$ cat src/rtl/anita4_trig_pkg.sv
// anita4_trig_pkg: shared FSM states, counter width and sizing helper for the buffer manager
package anita4_trig_pkg;
  typedef enum logic [1:0] {ST_IDLE, ST_HOLDOFF, ST_FULL} state_t;
  localparam int LOST_W = 16;
  function automatic int clog2(input int v);
    int r = 0;
    while ((1 << r) < v) r++;
    return (r < 1) ? 1 : r;
  endfunction
endpackage

$ cat src/rtl/anita4_holdoff_counter.sv
// anita4_holdoff_counter: loadable down-counter that parks at zero and flags it
module anita4_holdoff_counter #(
  parameter int W = 5
) (
  input  logic         clk250_i,
  input  logic         rst_i,
  input  logic         load_i,
  input  logic [W-1:0] load_val_i,
  output logic         zero_o
);
  logic [W-1:0] cnt;
  always_ff @(posedge clk250_i) begin
    if (rst_i) cnt <= '0;
    else if (load_i) cnt <= load_val_i;
    else if (cnt != '0) cnt <= cnt - 1'b1;
  end
  assign zero_o = (cnt == '0);
endmodule

$ cat src/rtl/anita4_buffer_manager.sv
// anita4_buffer_manager: round-robin LAB hold-buffer allocation, in-order release, deadtime and lost-trigger count
module anita4_buffer_manager
  import anita4_trig_pkg::*;
#(
  parameter int NUM_BUF  = 4,
  parameter int NUM_TRIG = 4,
  parameter int HOLDOFF  = 16,
  localparam int BUF_BITS = clog2(NUM_BUF)
) (
  input  logic                clk250_i,
  input  logic                rst_i,
  input  logic [NUM_TRIG-1:0] trig_i,
  input  logic [NUM_TRIG-1:0] trig_mask_i,
  input  logic                clear_i,
  input  logic [BUF_BITS-1:0] clear_buffer_i,
  output logic                digitize_o,
  output logic [BUF_BITS-1:0] digitize_buffer_o,
  output logic [NUM_TRIG-1:0] digitize_source_o,
  output logic [NUM_BUF-1:0]  buffer_status_o,
  output logic [NUM_BUF-1:0]  HOLD_o,
  output logic                dead_o,
  output logic                clear_err_o,
  output logic [LOST_W-1:0]   lost_count_o
);
  localparam int CW = clog2(HOLDOFF + 1);
  localparam logic [CW-1:0] HOLD_LOAD = CW'(HOLDOFF - 1);
  localparam logic [BUF_BITS-1:0] LAST = BUF_BITS'(NUM_BUF - 1);
  state_t state, state_nx;
  logic [BUF_BITS-1:0] wr_ptr, rd_ptr;
  logic [NUM_BUF-1:0] occ, occ_nx;
  logic [NUM_TRIG-1:0] hits;
  logic hit, accept, clear_ok, ho_zero;
  // The counter loads while digitize_o is high, so the acceptance cycle adds one to the holdoff.
  anita4_holdoff_counter #(.W(CW)) u_holdoff (
    .clk250_i  (clk250_i),
    .rst_i     (rst_i),
    .load_i    (digitize_o),
    .load_val_i(HOLD_LOAD),
    .zero_o    (ho_zero)
  );
  always_comb begin
    hits = trig_i & ~trig_mask_i;
    hit = |hits;
    accept = (state == ST_IDLE) && hit && !occ[wr_ptr];
    clear_ok = clear_i && (clear_buffer_i == rd_ptr) && occ[rd_ptr];
    occ_nx = occ;
    if (clear_ok) occ_nx[rd_ptr] = 1'b0;
    if (accept) occ_nx[wr_ptr] = 1'b1;
    state_nx = state;
    if (accept) state_nx = ST_HOLDOFF;
    else if (state == ST_HOLDOFF && !digitize_o && ho_zero) state_nx = occ_nx[wr_ptr] ? ST_FULL : ST_IDLE;
    else if (state == ST_FULL && !occ_nx[wr_ptr]) state_nx = ST_IDLE;
  end
  always_ff @(posedge clk250_i) begin
    if (rst_i) begin
      state             <= ST_IDLE;
      wr_ptr            <= '0;
      rd_ptr            <= '0;
      occ               <= '0;
      digitize_o        <= 1'b0;
      digitize_buffer_o <= '0;
      digitize_source_o <= '0;
      dead_o            <= 1'b0;
      clear_err_o       <= 1'b0;
      lost_count_o      <= '0;
    end else begin
      state       <= state_nx;
      occ         <= occ_nx;
      digitize_o  <= accept;
      dead_o      <= (state_nx != ST_IDLE);
      clear_err_o <= clear_i && !clear_ok;
      if (accept) begin
        digitize_buffer_o <= wr_ptr;
        digitize_source_o <= hits;
        wr_ptr            <= (wr_ptr == LAST) ? '0 : wr_ptr + 1'b1;
      end
      if (clear_ok) rd_ptr <= (rd_ptr == LAST) ? '0 : rd_ptr + 1'b1;
      if (hit && !accept && lost_count_o != '1) lost_count_o <= lost_count_o + 1'b1;
    end
  end
  assign buffer_status_o = occ;
  assign HOLD_o = occ;
endmodule

$ cat config.mk
export PLATFORM = sky130hd
export DESIGN_NAME = anita4_buffer_manager
export DESIGN_NICKNAME = d
export VERILOG_FILES = /design/src/rtl/anita4_trig_pkg.sv /design/src/rtl/anita4_holdoff_counter.sv /design/src/rtl/anita4_buffer_manager.sv
export SDC_FILE = /design/constraint.sdc
export NUM_CORES = 1
export LEC_CHECK = 0
export CAP_MARGIN = 15
export CELL_PAD_IN_SITES_DETAIL_PLACEMENT = 1
export CELL_PAD_IN_SITES_GLOBAL_PLACEMENT = 1
export CORE_UTILIZATION = 35
export CTS_BUF_LIST = sky130_fd_sc_hd__clkbuf_16
export DETAILED_ROUTE_END_ITERATION = 10
export PLACE_DENSITY_LB_ADDON = 0.1
export SLEW_MARGIN = 0
export SYNTH_ARGS = -nofsm -noshare
export SYNTH_HDL_FRONTEND = slang
export SYNTH_SLANG_ARGS = --single-unit
$ cat constraint.sdc
create_clock -name clk250_i -period 5.17 [get_ports clk250_i]
set_clock_uncertainty 0.1 [all_clocks]
set_input_delay 0.517 -clock clk250_i [delete_from_list [all_inputs] [get_ports clk250_i]]
set_output_delay 0.517 -clock clk250_i [all_outputs]
set_load 0.05 [all_outputs]
==> impl_metrics.json <==
{
  "status": "finished, final reports clean",
  "ys.flop_type": "dfxtp_1",
  "pre_cts_ws_ps": 2320,
  "core_area_mm2": 0.00592,
  "cpPeakStageDelay_ps": 590,
  "viasPerCell": 5.34,
  "gp_congestion": 0.761,
  "antenna_found_initial": 0,
  "setup_ws_ps": 2610,
  "ys_ff_latch": 40,
  "cts_tree": "built",
  "grt_first_pass_wirelength_um": 8740,
  "cts_buffers": 5,
  "arrival_ps": 2610,
  "tightest_slew_ps": 656,
  "rsz0062_at_grt": "false",
  "powerDensity_mw_per_mm2": 489,
  "route.vias.total": 1939,
  "cp-end-kind": "flip-flop",
  "initial_core_util_pct": 36.4,
  "synth_edf_count": 0,
  "grt_max_degree": 22,
  "wl_um": 5370,
  "slew_viol_final": 0,
  "fin_util_pct": 47.0,
  "placed_area_mm2": 0.00261,
  "nNetsFinal": 310,
  "final-hold-violation-count": 0,
  "clk_pin_slew_ps": 60,
  "ys_seq_area_share_pct": 37.2,
  "die_y_um": 80.4,
  "cts.htree.levels": 2,
  "wl_per_cell_um": 14.8,
  "synthesis.area_mm2": 0.00215,
  "cts_resized": 0,
  "die_x_um": 80.4,
  "ctsHoldBuffers": 0,
  "cp-start-kind": "primary input",
  "syn_avg_cell_area_um2": 8.68,
  "worst-path-buf-inv": 1,
  "fin_area_mm2": 0.00278,
  "path_cells": "clkdlybuf4s50_1 -> and2b_1 -> nor4_4 -> nor2_2 -> a2111oi_0 -> o41ai_1",
  "n_antenna_cell": 0,
  "fin_cells": 363,
  "fin_crit_ps": 2560,
  "syn-num-nets": 271,
  "cts_setup_buffers": 0,
  "ys_warn_count": 0,
  "fillers": 695,
  "slowest_stage": "a2111oi_0",
  "drc_errors": 0,
  "gr-usage-all-layers_pct": 17.9,
  "cts_sinks": 40,
  "slew_headroom_pct": 56.1,
  "path_delay_family": "simple AND/OR/NAND/NOR gates",
  "grt_overflow": 0,
  "final_common_cell": "clkdlybuf4s50_1",
  "dp_cells": 353,
  "setup_tns_ps": 0,
  "ir_worst_vdd_mv": 0.251,
  "die_area_mm2": 0.00647,
  "path_class": "in2reg",
  "timing.fmax_mhz": 391,
  "drtIter0Drc": 97,
  "syn_inst": 248,
  "first_pass_iters": 4,
  "async_flop_share_pct": 0,
  "ant_nets": 0,
  "crit_required_ps": 5220,
  "final_cell_mix": "45 x clkdlybuf4s50_1, 40 x dfxtp_1, 26 x a21oi_1, 19 x inv_1, 18 x nand2_1",
  "grt_pass1_vias": 1743,
  "numPortBuffers": 45,
  "p_leak_nw": 0.960,
  "ys_types": 52,
  "hp-class": "reg2reg",
  "setup_viol": 0,
  "root_buffer": "clkbuf_16",
  "pin_count": 46,
  "cp_max_fo": 10,
  "drive_gt1_share_pct": 8.33,
  "fin_crit_sh_pct": 49.5,
  "cts_buffer_depth": 2,
  "rows": 28,
  "dp_hpwl_um": 3730,
  "clk-insertion-delay-late_ps": 280,
  "drv_cap": 0,
  "syn2layout_area_growth_pct": 29.3
}
## routing by layer
layer | global-route usage (%) | share of wire, %
met2 | 26.4 | 44
met3 | 5.11 | 3.6
met4 | 5.36 | 0.84
met5 | 0 | 0
met1 | 25.0 | 52
## flip-flops by register name, indices dropped and copies added, names as in the netlist
signal and cells:
lost_count_o 16, u_holdoff.cnt 5, HOLD_o 4, digitize_source_o 4
digitize_buffer_o 2, rd_ptr 2, state 2, wr_ptr 2
clear_err_o 1, dead_o 1, digitize_o 1
## synth_stat cells (3+ instances only)
| library cell | n | share of area (%) |
|---|---|---|
| and3_1 | 3 | 0.87 |
| a41oi_1 | 3 | 1.2 |
| nand2_1 | 18 | 3.1 |
| mux2i_1 | 8 | 3.7 |
| inv_1 | 18 | 3.1 |
| o31ai_1 | 9 | 3.1 |
| nor3b_1 | 3 | 1.0 |
| o311ai_0 | 4 | 1.6 |
| and2b_1 | 3 | 1.0 |
| ha_1 | 10 | 5.8 |
| o41ai_1 | 5 | 2.0 |
| dfxtp_1 | 40 | 37 |
| nand4_1 | 3 | 0.87 |
| a21oi_1 | 26 | 6.0 |
| or2_2 | 3 | 0.87 |
| o21ai_0 | 4 | 0.93 |
| nor2_1 | 17 | 3.0 |
| or4_1 | 7 | 2.4 |
| buf_4 | 4 | 1.4 |
| or3_1 | 3 | 0.87 |
| nor3_1 | 5 | 1.2 |
| nand3_1 | 9 | 2.1 |
| clkbuf_1 | 7 | 1.2 |
## per-stage QoR
stage / hold WS [ps] / power, W
3_5_place_dp: 339 / 0.00102
5_1_grt: 384 / 0.00145
6_report: 347 / 0.00136
4_1_cts: 347 / 0.00137
2_1_floorplan: 320 / 0.000874
3_3_place_gp: 332 / 0.00101
## final cells by class
type / count / area [um2] / share of cell area (%)
Tap cell: 75 / 93.8 / 3.37
Clock inverter: 3 / 38.8 / 1.39
Sequential cell: 40 / 801 / 28.8
Timing Repair Buffer: 48 / 470 / 16.9
Multi-Input combinational cell: 174 / 1190 / 42.7
Inverter: 18 / 67.6 / 2.43
Clock buffer: 5 / 125 / 4.49
## path summary, 6_finish.rpt
kind	cells after the start	start	endpoint	slack, ps
min reg2reg	2	u_holdoff.cnt[4]	u_holdoff.cnt[4]	350
max	6	trig_mask_i[2]	dead_o	2610
min	2	u_holdoff.cnt[4]	u_holdoff.cnt[4]	350
max reg2reg	5	wr_ptr[1]	lost_count_o[7]	2730
## tightest hold or removal path, stage by stage, from the launching register on
cell and delay (ps):
dfxtp_1 310, nand3_1 60, a21oi_1 40
## power breakdown
group,switching [W],internal [W]
registers,0.0000703,0.000365
logic,0.000347,0.000226
clock network,0.000128,0.000225
total,0.000545,0.000817
## cell families after synthesis
kind of cell	share of synthesized area, %
compound gates	19.3
flops	37.2
buf+inv	7.67
mux	4.76
xor+xnor	0.814
fa+ha+maj	5.81
simple gates	24.5
Note: power is estimated with default switching activity, not from simulation.
